<file path="src/rtl/niu32_io_pkg.sv">
// niu32_io_pkg: shared constants and types for the Niu32 memory-mapped I/O
// controller: register byte offsets within the I/O page, handshake FSM state
// type, blank segment pattern and peripheral counts.
package niu32_io_pkg;

   localparam int unsigned NUM_KEYS   = 4;
   localparam int unsigned NUM_SW     = 10;
   localparam int unsigned NUM_DIGITS = 4;

   localparam logic [6:0] SEG_BLANK = 7'b1111111;

   localparam logic [11:0] OFF_HEX_VAL   = 12'h000;
   localparam logic [11:0] OFF_LEDR      = 12'h004;
   localparam logic [11:0] OFF_LEDG      = 12'h008;
   localparam logic [11:0] OFF_HEX_BLANK = 12'h00C;
   localparam logic [11:0] OFF_KEY_STATE = 12'h010;
   localparam logic [11:0] OFF_KEY_EVENT = 12'h014;
   localparam logic [11:0] OFF_KEY_MASK  = 12'h018;
   localparam logic [11:0] OFF_SW_STATE  = 12'h01C;

   typedef enum logic {
      IDLE = 1'b0,
      RESP = 1'b1
   } state_e;

endpackage

</file>
<file path="src/rtl/niu32_io_ctrl_if.sv">
// niu32_io_ctrl_if: load/store request/acknowledge bus between the Niu32 core
// (master) and the I/O controller (slave).
//   io_req/io_we/io_addr/io_wdata : request from core, held until io_ack
//   io_rdata/io_ack/io_err        : one-cycle response from controller
interface niu32_io_ctrl_if;
   logic        io_req;
   logic        io_we;
   logic [11:0] io_addr;
   logic [31:0] io_wdata;
   logic [31:0] io_rdata;
   logic        io_ack;
   logic        io_err;

   modport master (
      output io_req, io_we, io_addr, io_wdata,
      input  io_rdata, io_ack, io_err
   );

   modport slave (
      input  io_req, io_we, io_addr, io_wdata,
      output io_rdata, io_ack, io_err
   );
endinterface

</file>
<file path="src/rtl/niu32_hex7seg.sv">
// niu32_hex7seg: combinational hex nibble to seven-segment decoder.
//   nibble_i : value 0..F
//   seg_o    : segments {g,f,e,d,c,b,a}, active-low
module niu32_hex7seg (
   input  logic [3:0] nibble_i,
   output logic [6:0] seg_o
);
   always_comb begin
      seg_o = 7'b1111111;
      case (nibble_i)
         4'h0: seg_o = 7'b1000000;
         4'h1: seg_o = 7'b1111001;
         4'h2: seg_o = 7'b0100100;
         4'h3: seg_o = 7'b0110000;
         4'h4: seg_o = 7'b0011001;
         4'h5: seg_o = 7'b0010010;
         4'h6: seg_o = 7'b0000010;
         4'h7: seg_o = 7'b1111000;
         4'h8: seg_o = 7'b0000000;
         4'h9: seg_o = 7'b0010000;
         4'hA: seg_o = 7'b0001000;
         4'hB: seg_o = 7'b0000011;
         4'hC: seg_o = 7'b1000110;
         4'hD: seg_o = 7'b0100001;
         4'hE: seg_o = 7'b0000110;
         4'hF: seg_o = 7'b0001110;
         default: seg_o = 7'b1111111;
      endcase
   end
endmodule

</file>
<file path="src/rtl/niu32_io_ctrl.sv">
// niu32_io_ctrl: memory-mapped I/O controller for the Niu32 core.
//   CLOCK_50 / RESET : clock, synchronous active-high reset
//   bus              : req/ack load/store port (slave side)
//   irq              : level interrupt, |(KEY_EVENT & KEY_MASK)
//   SW, KEY          : raw switches / active-low pushbuttons (asynchronous)
//   LEDR, LEDG       : LED registers
//   HEX0..HEX3       : active-low seven-segment digits, HEX0 least significant
module niu32_io_ctrl
   import niu32_io_pkg::*;
#(
   parameter int unsigned DEBOUNCE_CYCLES = 500000,
   parameter int unsigned CNT_W           = 20
) (
   input  logic                CLOCK_50,
   input  logic                RESET,
   niu32_io_ctrl_if.slave      bus,
   output logic                irq,
   input  logic [NUM_SW-1:0]   SW,
   input  logic [NUM_KEYS-1:0] KEY,
   output logic [9:0]          LEDR,
   output logic [7:0]          LEDG,
   output logic [6:0]          HEX0,
   output logic [6:0]          HEX1,
   output logic [6:0]          HEX2,
   output logic [6:0]          HEX3
);
   localparam logic [CNT_W-1:0] CNT_MAX = CNT_W'(DEBOUNCE_CYCLES - 1);

   state_e              state_q, state_d;
   logic [31:0]         rdata_q, rdata_d;
   logic                err_q, err_d;
   logic                accept, wr_en, addr_err;
   logic [31:0]         rd_val;

   logic [15:0]         hex_val_q;
   logic [9:0]          ledr_q;
   logic [7:0]          ledg_q;
   logic [3:0]          blank_q, mask_q;
   logic [NUM_KEYS-1:0] key_state_q, key_event_q, key_flip, key_rise, w1c;
   logic [NUM_KEYS-1:0] key_s1_q, key_s2_q;
   logic [NUM_SW-1:0]   sw_s1_q, sw_s2_q;
   logic [6:0]          seg_raw [NUM_DIGITS];
   logic [6:0]          seg_out [NUM_DIGITS];
   logic                unused_wdata;

   assign unused_wdata = ^bus.io_wdata[31:16];

   // Only aligned words inside the 8-register window are mapped.
   assign addr_err = (bus.io_addr[1:0] != 2'b00) || (bus.io_addr > OFF_SW_STATE);

   always_comb begin
      rd_val = '0;
      case (bus.io_addr)
         OFF_HEX_VAL:   rd_val[15:0]         = hex_val_q;
         OFF_LEDR:      rd_val[9:0]          = ledr_q;
         OFF_LEDG:      rd_val[7:0]          = ledg_q;
         OFF_HEX_BLANK: rd_val[3:0]          = blank_q;
         OFF_KEY_STATE: rd_val[NUM_KEYS-1:0] = key_state_q;
         OFF_KEY_EVENT: rd_val[NUM_KEYS-1:0] = key_event_q;
         OFF_KEY_MASK:  rd_val[3:0]          = mask_q;
         OFF_SW_STATE:  rd_val[NUM_SW-1:0]   = sw_s2_q;
         default:       rd_val               = '0;
      endcase
   end

   always_comb begin
      state_d = state_q;
      rdata_d = '0;
      err_d   = 1'b0;
      accept  = 1'b0;
      case (state_q)
         IDLE: if (bus.io_req) begin
            accept  = 1'b1;
            state_d = RESP;
            err_d   = addr_err;
            rdata_d = rd_val;
         end
         RESP:    state_d = IDLE;
         default: state_d = IDLE;
      endcase
   end

   always_ff @(posedge CLOCK_50) begin
      if (RESET) begin
         state_q <= IDLE;
         rdata_q <= '0;
         err_q   <= 1'b0;
      end else begin
         state_q <= state_d;
         rdata_q <= rdata_d;
         err_q   <= err_d;
      end
   end

   // RESET gates the response so an ack pending when reset arrives never shows.
   assign bus.io_ack   = (state_q == RESP) && !RESET;
   assign bus.io_err   = err_q && !RESET;
   assign bus.io_rdata = rdata_q;

   assign wr_en    = accept && bus.io_we && !addr_err;
   assign w1c      = (wr_en && bus.io_addr == OFF_KEY_EVENT) ? bus.io_wdata[NUM_KEYS-1:0] : '0;
   assign key_rise = key_flip & ~key_state_q;

   always_ff @(posedge CLOCK_50) begin
      if (RESET) begin
         hex_val_q   <= '0;
         ledr_q      <= '0;
         ledg_q      <= '0;
         blank_q     <= '1;
         mask_q      <= '0;
         key_state_q <= '0;
         key_event_q <= '0;
         key_s1_q    <= '0;
         key_s2_q    <= '0;
         sw_s1_q     <= '0;
         sw_s2_q     <= '0;
      end else begin
         if (wr_en) begin
            case (bus.io_addr)
               OFF_HEX_VAL:   hex_val_q <= bus.io_wdata[15:0];
               OFF_LEDR:      ledr_q    <= bus.io_wdata[9:0];
               OFF_LEDG:      ledg_q    <= bus.io_wdata[7:0];
               OFF_HEX_BLANK: blank_q   <= bus.io_wdata[3:0];
               OFF_KEY_MASK:  mask_q    <= bus.io_wdata[3:0];
               default: ;
            endcase
         end
         key_state_q <= key_state_q ^ key_flip;
         // A press accepted on the same edge as a W1C clear keeps the event.
         key_event_q <= (key_event_q & ~w1c) | key_rise;
         key_s1_q    <= ~KEY;
         key_s2_q    <= key_s1_q;
         sw_s1_q     <= SW;
         sw_s2_q     <= sw_s1_q;
      end
   end

   for (genvar k = 0; k < NUM_KEYS; k++) begin : g_deb
      logic [CNT_W-1:0] cnt_q;
      logic             differ;
      assign differ      = key_s2_q[k] != key_state_q[k];
      assign key_flip[k] = differ && (cnt_q == CNT_MAX);
      always_ff @(posedge CLOCK_50) begin
         if (RESET || !differ || cnt_q == CNT_MAX) cnt_q <= '0;
         else                                      cnt_q <= cnt_q + CNT_W'(1);
      end
   end

   for (genvar d = 0; d < NUM_DIGITS; d++) begin : g_hex
      niu32_hex7seg u_dec (
         .nibble_i (hex_val_q[4*d +: 4]),
         .seg_o    (seg_raw[d])
      );
      assign seg_out[d] = blank_q[d] ? SEG_BLANK : seg_raw[d];
   end

   assign HEX0 = seg_out[0];
   assign HEX1 = seg_out[1];
   assign HEX2 = seg_out[2];
   assign HEX3 = seg_out[3];
   assign LEDR = ledr_q;
   assign LEDG = ledg_q;
   assign irq  = |(key_event_q & mask_q);

endmodule

</file>
<file path="src/flat_wrapper.sv">
// flat-port wrapper written by rule: the top's interface ports become plain ports
module niu32_io_ctrl_flat import niu32_io_pkg::*;
#(
   parameter int unsigned DEBOUNCE_CYCLES = 500000,
   parameter int unsigned CNT_W           = 20
)
  (CLOCK_50, RESET, irq, SW, KEY, LEDR, LEDG, HEX0, HEX1, HEX2, HEX3, bus_io_req, bus_io_we, bus_io_addr, bus_io_wdata, bus_io_rdata, bus_io_ack, bus_io_err);
  niu32_io_ctrl_if bus_i ();
  input  logic CLOCK_50;
  input  logic RESET;
  output logic irq;
  input  logic [NUM_SW-1:0] SW;
  input  logic [NUM_KEYS-1:0] KEY;
  output logic [9:0] LEDR;
  output logic [7:0] LEDG;
  output logic [6:0] HEX0;
  output logic [6:0] HEX1;
  output logic [6:0] HEX2;
  output logic [6:0] HEX3;
  input wire logic [$bits(bus_i.io_req)-1:0] bus_io_req;
  input wire logic [$bits(bus_i.io_we)-1:0] bus_io_we;
  input wire logic [$bits(bus_i.io_addr)-1:0] bus_io_addr;
  input wire logic [$bits(bus_i.io_wdata)-1:0] bus_io_wdata;
  output wire logic [$bits(bus_i.io_rdata)-1:0] bus_io_rdata;
  output wire logic [$bits(bus_i.io_ack)-1:0] bus_io_ack;
  output wire logic [$bits(bus_i.io_err)-1:0] bus_io_err;
  assign bus_i.io_req = bus_io_req;
  assign bus_i.io_we = bus_io_we;
  assign bus_i.io_addr = bus_io_addr;
  assign bus_i.io_wdata = bus_io_wdata;
  assign bus_io_rdata = bus_i.io_rdata;
  assign bus_io_ack = bus_i.io_ack;
  assign bus_io_err = bus_i.io_err;
  niu32_io_ctrl #(.DEBOUNCE_CYCLES(DEBOUNCE_CYCLES), .CNT_W(CNT_W)) u_core (.CLOCK_50(CLOCK_50), .RESET(RESET), .bus(bus_i), .irq(irq), .SW(SW), .KEY(KEY), .LEDR(LEDR), .LEDG(LEDG), .HEX0(HEX0), .HEX1(HEX1), .HEX2(HEX2), .HEX3(HEX3));
endmodule
</file>
<file path="config.mk">
export PLATFORM = sky130hd
export DESIGN_NAME = niu32_io_ctrl_flat
export DESIGN_NICKNAME = d
export VERILOG_FILES = /design/src/rtl/niu32_io_pkg.sv /design/src/rtl/niu32_io_ctrl_if.sv /design/src/rtl/niu32_hex7seg.sv /design/src/rtl/niu32_io_ctrl.sv /design/src/flat_wrapper.sv
export SDC_FILE = /design/constraint.sdc
export NUM_CORES = 1
export LEC_CHECK = 0
export BUFFER_PORTS_ARGS = -buffer_cell sky130_fd_sc_hd__clkbuf_2
export CAP_MARGIN = 10
export CORE_MARGIN = 2
export CORE_UTILIZATION = 55
export CTS_CLUSTER_SIZE = 40
export DETAILED_ROUTE_END_ITERATION = 12
export PLACE_DENSITY_LB_ADDON = 0.25
export RECOVER_POWER = 50
export SLEW_MARGIN = 10
export SYNTH_ARGS = -nofsm -noshare
export SYNTH_HDL_FRONTEND = slang
export SYNTH_HIERARCHICAL = 1
export SYNTH_SLANG_ARGS = --single-unit
</file>
<file path="constraint.sdc">
create_clock -name CLOCK_50 -period 2.35 [get_ports CLOCK_50]
set_clock_uncertainty 0.05 [all_clocks]
set_input_delay 0.3525 -clock CLOCK_50 [delete_from_list [all_inputs] [get_ports CLOCK_50]]
set_output_delay 0.3525 -clock CLOCK_50 [all_outputs]
set_load 0.02 [all_outputs]
</file>
== Word level (Yosys, flattened, before mapping) ==
Memories as Yosys holds them, arrays and structs flattened. A register that Yosys moved wholly into a read port is not among the register bits.
Cells that the tools add are included.

* Logic and storage cells: 109
* Memory bits (writable): 0
* Output and inout bits: 81
* Bits in latches: 0
* Flip-flop bits (word level): 192
* Memories: 4
* ROM bits: 448
* Input port bits: 62

* Eq/ne operators: 15
* Shifts and indexed selects: 0
* Bitwise gates (word level): 11
* Div/mod/pow operators: 0
* Add/sub/neg operators: 4
* Reductions and logical operators: 35
* Multiply operators: 0
* Muxes and demuxes: 19
* Magnitude comparators: 1

{| class="wikitable"
|+ Memory list
! name !! depth !! width !! read ports !! clocked after memory_dff !! wr ports !! line !! source
|-
| (name not given) || 16 || 7 || 1 || 1 || 0 || niu32_hex7seg.sv:10 || <nowiki>case (nibble_i)</nowiki>
|-
| (name not given) || 16 || 7 || 1 || 1 || 0 || niu32_hex7seg.sv:10 ||
|-
| (name not given) || 16 || 7 || 1 || 1 || 0 || niu32_hex7seg.sv:10 ||
|-
| (name not given) || 16 || 7 || 1 || 1 || 0 || niu32_hex7seg.sv:10 ||
|}

{| class="wikitable"
|+ Operators with widths
! cell !! count
|-
| $add A20 B1 Y20 const B || 4
|-
| $eq A20 B19 Y1 const B || 4
|-
| $eq A12 B5 Y1 const B || 4
|-
| $mux W4 || 9
|-
| $pmux W4 S8 || 1
|-
| $mux W7 || 4
|-
| $eq A12 B4 Y1 const B || 2
|-
| $pmux W4 S4 || 1
|-
| $and A4 B4 Y4 || 3
|-
| $eq A12 B3 Y1 const B || 1
|-
| $gt A12 B5 Y1 const B || 1
|-
| $logic_not A12 Y1 || 1
|-
| $not A4 Y4 || 3
|-
| $reduce_and A2 Y1 || 5
|-
| $logic_and A1 B1 Y1 || 9
|-
| $logic_or A1 B1 Y1 || 9
|-
| $reduce_or A4 Y1 || 2
|-
| $logic_not A1 Y1 || 6
|-
| $pmux W2 S3 || 1
|-
| $ne A1 B1 Y1 || 4
|-
| $or A4 B4 Y4 || 1
|-
| $xor A4 B4 Y4 || 1
|-
| $not A1 Y1 || 3
|-
| $reduce_or A3 Y1 || 1
|-
| 4 further kinds || 5
|}

== Depth between registers and ports, before layout ==
* Depth after elaboration: 9
* Gate-level depth with buffers: 7
* Mapped depth without buffers: 6

== Hierarchy ==
Netlist, hierarchy kept.

{| class="wikitable"
|+ By module, submodules not included
! module !! cells each !! times used !! area each (um^2)
|-
| niu32_io_ctrl || 863 || 1 || 7673.6
|-
| niu32_hex7seg (u_core.g_hex[0].u_dec ...) || 32 || 3 || 275.3
|-
| niu32_hex7seg (u_core.g_hex[2].u_dec) || 35 || 1 || 247.7
|}

== Least setup slack after synthesis ==
OpenSTA, ideal clock, no wires.

* Path type: input to register
* Start: input bus_io_addr[7]
* End: register u_core.hex_val_q[13]
* Path buffers: 3
* Stages on the path: 7
* Arrival: 2.019 ns
* Path slack: 0.149 ns
* Library setup time: 0.132 ns
* Path through: or4_1 -> buf_2 -> or4_4 -> buf_6 -> clkbuf_2 -> o21ai_0 -> a21oi_1

* Cells in the longest elaborated chain, start to end: 5

{| class="wikitable"
|+ Ends and longest elaborated chain
! element !! line !! source
|-
| from (decl) || flat_wrapper.sv:22 || <nowiki>input wire logic [$bits(bus_i.io_addr)-1:0] bus_io_addr;</nowiki>
|-
| $gt A12 B5 Y1 || niu32_io_ctrl.sv:49 || <nowiki>assign addr_err = (bus.io_addr[1:0] != 2'b00) || (bus.io_addr > OFF_SW_STATE);</nowiki>
|-
| $logic_or A1 B1 Y1 || niu32_io_ctrl.sv:49 ||
|-
| $logic_not A1 Y1 || niu32_io_ctrl.sv:100 || <nowiki>assign wr_en = accept && bus.io_we && !addr_err;</nowiki>
|-
| $logic_and A1 B1 Y1 || niu32_io_ctrl.sv:100 ||
|-
| $reduce_and A2 Y1 (no line) * || - ||
|-
| to (signal assigned) || niu32_io_ctrl.sv:120 || <nowiki>OFF_HEX_VAL: hex_val_q <= bus.io_wdata[15:0];</nowiki>
|-
| to (decl) || niu32_io_ctrl.sv:35 || <nowiki>logic [15:0] hex_val_q;</nowiki>
|}

Mark *: on every way between the ends. The rest lies on a longest branch, timed or not.
A chain may end at the register's enable or synchronous reset.

==> out/qor.txt <==
status: finished, violations left
failing checks: negative setup slack
detailed placement HPWL: 13,740 microns
Period Utilization, post-route: 101.8%
slew margin rel.: 48.68%
RSZ-0062 raised after global routing: yes
Clk Latency, worst-skew pair: 0.43 ns
fin nets: 1,226
core area: 0.01571 sq mm
# DRC: 0
num rows: 46
Via density: 5.476
I/O pin count: 143
ANT nets after route: 0
total CTS buffers: 17
post-placement cell area: 0.009617 sq mm
Die Area: 0.01693 sq mm
post-route cell area: 0.01063 sq mm
crit end category: output pin
first-pass GRT wire length: 32,020 microns
Initial Util: 55.67%
Synth Instances: 994
Die Wd: 130.1 microns
Final WS setup: -0.04138 ns
Post-Syn Area per Cell: 8.800 sq um
initial antenna violation count: 0
Die Span Y: 130.1 microns
Slew Viols, Final: 0
Yosys warnings: 6
layout cells sized above 1: 22.79%
WL final: 20,410 microns
GRT Overall Usage: 23.65%
global routing usage on met1: 30.08%
worst slack at placement: -0.06049 ns
initial drt markers: 428
P per Cell Area: 588.2 mW/mm^2
fin cells: 1,361
Post-synth top flop: dfxtp_1
total number of vias: 7,453
Clock Sinks: 176
post-synthesis sequential element count: 176
fmax: 418.2 MHz
Synth cell types: 64
class of the tightest hold or removal check: primary input to register
Crit path arrival time: 1.99 ns
tightest hold margin: 0.05333 ns
type of the worst setup path: register to output pin
Final setup viols: 5
Placed Cells: 1,314
First-pass DRT Iterations: 5
crit path launch type: register
Post-synth EDFFs: 0
remaining global-route overflow: 0
CP Data Required Time: 1.95 ns
mapped cell area: 0.008747 sq mm
Leak: 0.003661 uW
ANT cells: 0
vias in the first global route: 6,764
synthesis-to-layout area growth: 21.50%
measured slew at the worst slew-check pin: 0.7698 ns
CTS tree: built
largest net degree at the start of global routing: 42
GPL Wtd Cong: 0.8888
Routed WL per cell: 15.00 microns
register area share after synthesis: 40.28%
M2 GR Usage: 39.73%
max cap viols: 0
GR Util met3: 4.715%
Buffers on Ports: 110
root buf cell: clkbuf_16
H-tree levels: 4
final hold viol count: 0
Filler Cells Inserted: 1,268
CP max FO: 5
Clock transition at path regs: 0.07 ns
Synth async-reset ratio: 0%
clk buf depth: 2
global route hottest layer: met2
peak supply drop: 495.1 uV
Min Clock Period, post-route: 2.391 ns
-- where the power goes --
group          internal, uW  switching [uW]
registers              3000            9.48
clock network          1800            1220
logic                  81.6             148
total                  4880            1370
-- final cells by class --
type / count / area, sq um / area share, %
Multi-Input combinational cell: 741 / 4974 / 46.80
Sequential cell: 176 / 3550 / 33.40
Timing Repair Buffer: 168 / 1074 / 10.10
Clock buffer: 17 / 425.4 / 4.003
Tap cell: 216 / 270.3 / 2.543
Clock inverter: 15 / 210.2 / 1.978
Inverter: 28 / 125.1 / 1.177
-- cells in the final DEF (no fill, tap or decap), types with 6 or more instances in the layout --
cell type and n:
clkbuf_2 52, or2_2 19, inv_1 16, o31ai_1 6, o21ai_0 29, or4_1 9, nor2_1 115, a32o_1 6
nor4_1 23, xor2_1 21, or3_1 11, buf_8 7, xnor2_1 38, nor2b_1 27, ha_1 18, nand4_1 19
clkbuf_1 45, a21oi_1 46, nor3_1 26, buf_6 13, ha_4 9, nand2_1 77, conb_1 16, a31o_2 8
nand3_1 52, clkbuf_16 17, mux2i_1 47, a22o_1 6, buf_4 49, dfxtp_2 6, mux4_2 9, dfxtp_1 165
or2_4 16, o21ai_1 8
-- logic make-up (layout without fill, tap and decap cells) --
group                      count (synthesis)  in the layout  synth area share (%)
and+or+nand+nor                          440            440                 26.08
DFF                                      176            176                 40.28
AOI/OAI and AO/OA                        134            134                 9.498
buffers and inverters                     92            228                 5.278
muxes                                     60             60                 8.339
xor gates and xnor gates                  59             59                 5.908
adders and majority gates                 32             32                 4.577
other                                      1             16               0.04287
-- flip-flops by register name, summed over array words and instances (netlist names), named ones only --
| name | flops |
|---|---|
| u_core/g_deb.cnt_q | 80 |
| u_core/bus.io_rdata | 16 |
| u_core/hex_val_q | 16 |
| u_core/LEDR | 10 |
| u_core/sw_s1_q | 10 |
| u_core/sw_s2_q | 10 |
| u_core/LEDG | 8 |
| u_core/blank_q | 4 |
| u_core/key_event_q | 4 |
| u_core/key_s1_q | 4 |
| u_core/key_s2_q | 4 |
| u_core/mask_q | 4 |
| u_core/err_q | 1 |
| u_core/state_q | 1 |
-- metal layers --
layer	vias up	share of wire (%)
li1	3713	-
met4	0	2.2
met3	34	5.7
met2	231	49
met5	-	0
met1	3475	43
-- through the flow --
step	util [%]	TNS (ns)	power, uW
detailed placement	61.20	-0.4074	3315
global route	67.64	-0.7548	6441
CTS	67.16	-0.2246	6302
floorplan	-	0	3242
global placement	61.20	0	3313
finish	67.64	-0.1067	6251
-- final timing paths --
| path | slack [ns] | from | depth (start not counted) | to |
|---|---|---|---|---|
| worst max-delay path | -0.04 | u_core/hex_val_q[1] | 6 | HEX0[3] |
| worst min-delay path | 0.05 | KEY[1] | 2 | u_core/key_s1_q[1] |
| worst max register to register | 0.24 | u_core/g_deb[3].cnt_q[0] | 6 | u_core/g_deb[3].cnt_q[10] |
| worst min register to register | 0.38 | u_core/sw_s1_q[1] | 1 | u_core/sw_s2_q[1] |
-- cells in the mapped netlist, types with 3 or more instances --
cell type / count / area [sq um]
a22o_1: 6 / 52.55
xnor2_1: 38 / 332.8
and3_1: 5 / 31.28
nor2b_1: 27 / 168.9
nor2_1: 114 / 427.9
a31o_2: 8 / 70.07
buf_4: 16 / 120.1
mux4_2: 6 / 135.1
o21ai_0: 34 / 170.2
and2_1: 8 / 50.05
nor3_1: 26 / 130.1
or4_1: 8 / 60.06
a32o_1: 6 / 60.06
o22ai_1: 3 / 18.77
and2b_2: 3 / 26.28
mux2_2: 4 / 45.04
o21ai_1: 5 / 25.02
a21oi_1: 47 / 235.2
buf_1: 4 / 15.01
mux2i_1: 47 / 470.5
buf_2: 8 / 40.04
or2_2: 35 / 219.0
or3b_1: 3 / 26.28
nand3_1: 52 / 260.3
mux4_1: 3 / 78.83
o2bb2ai_1: 4 / 35.03
nand2_1: 77 / 289.0
or3_1: 11 / 68.82
nor4b_1: 5 / 43.79
inv_1: 27 / 101.4
and4_1: 5 / 43.79
nand2b_1: 5 / 31.28
clkbuf_1: 29 / 108.9
ha_1: 32 / 400.4
dfxtp_1: 176 / 3523
o31ai_1: 6 / 45.04
nor4_1: 23 / 143.9
xor2_1: 21 / 183.9
nand3b_1: 3 / 22.52
nand4_1: 18 / 112.6
buf_6: 6 / 67.56
-- repair_timing --
action,CTS,global route
setup endpoints to repair,17,21
resized for setup,71,70
hold buffers,0,0
pin swaps,11,7
buffers inserted,10,5
-- worst max-delay path, cell delays in order (launching register included) --
cell and delay (ns):
dfxtp_2 0.36, inv_4 0.07, ha_4 0.26, inv_2 0.04, mux4_2 0.46, or2_4 0.25
buf_8 0.13
No activity file was read; power rests on OpenSTA's default activity.
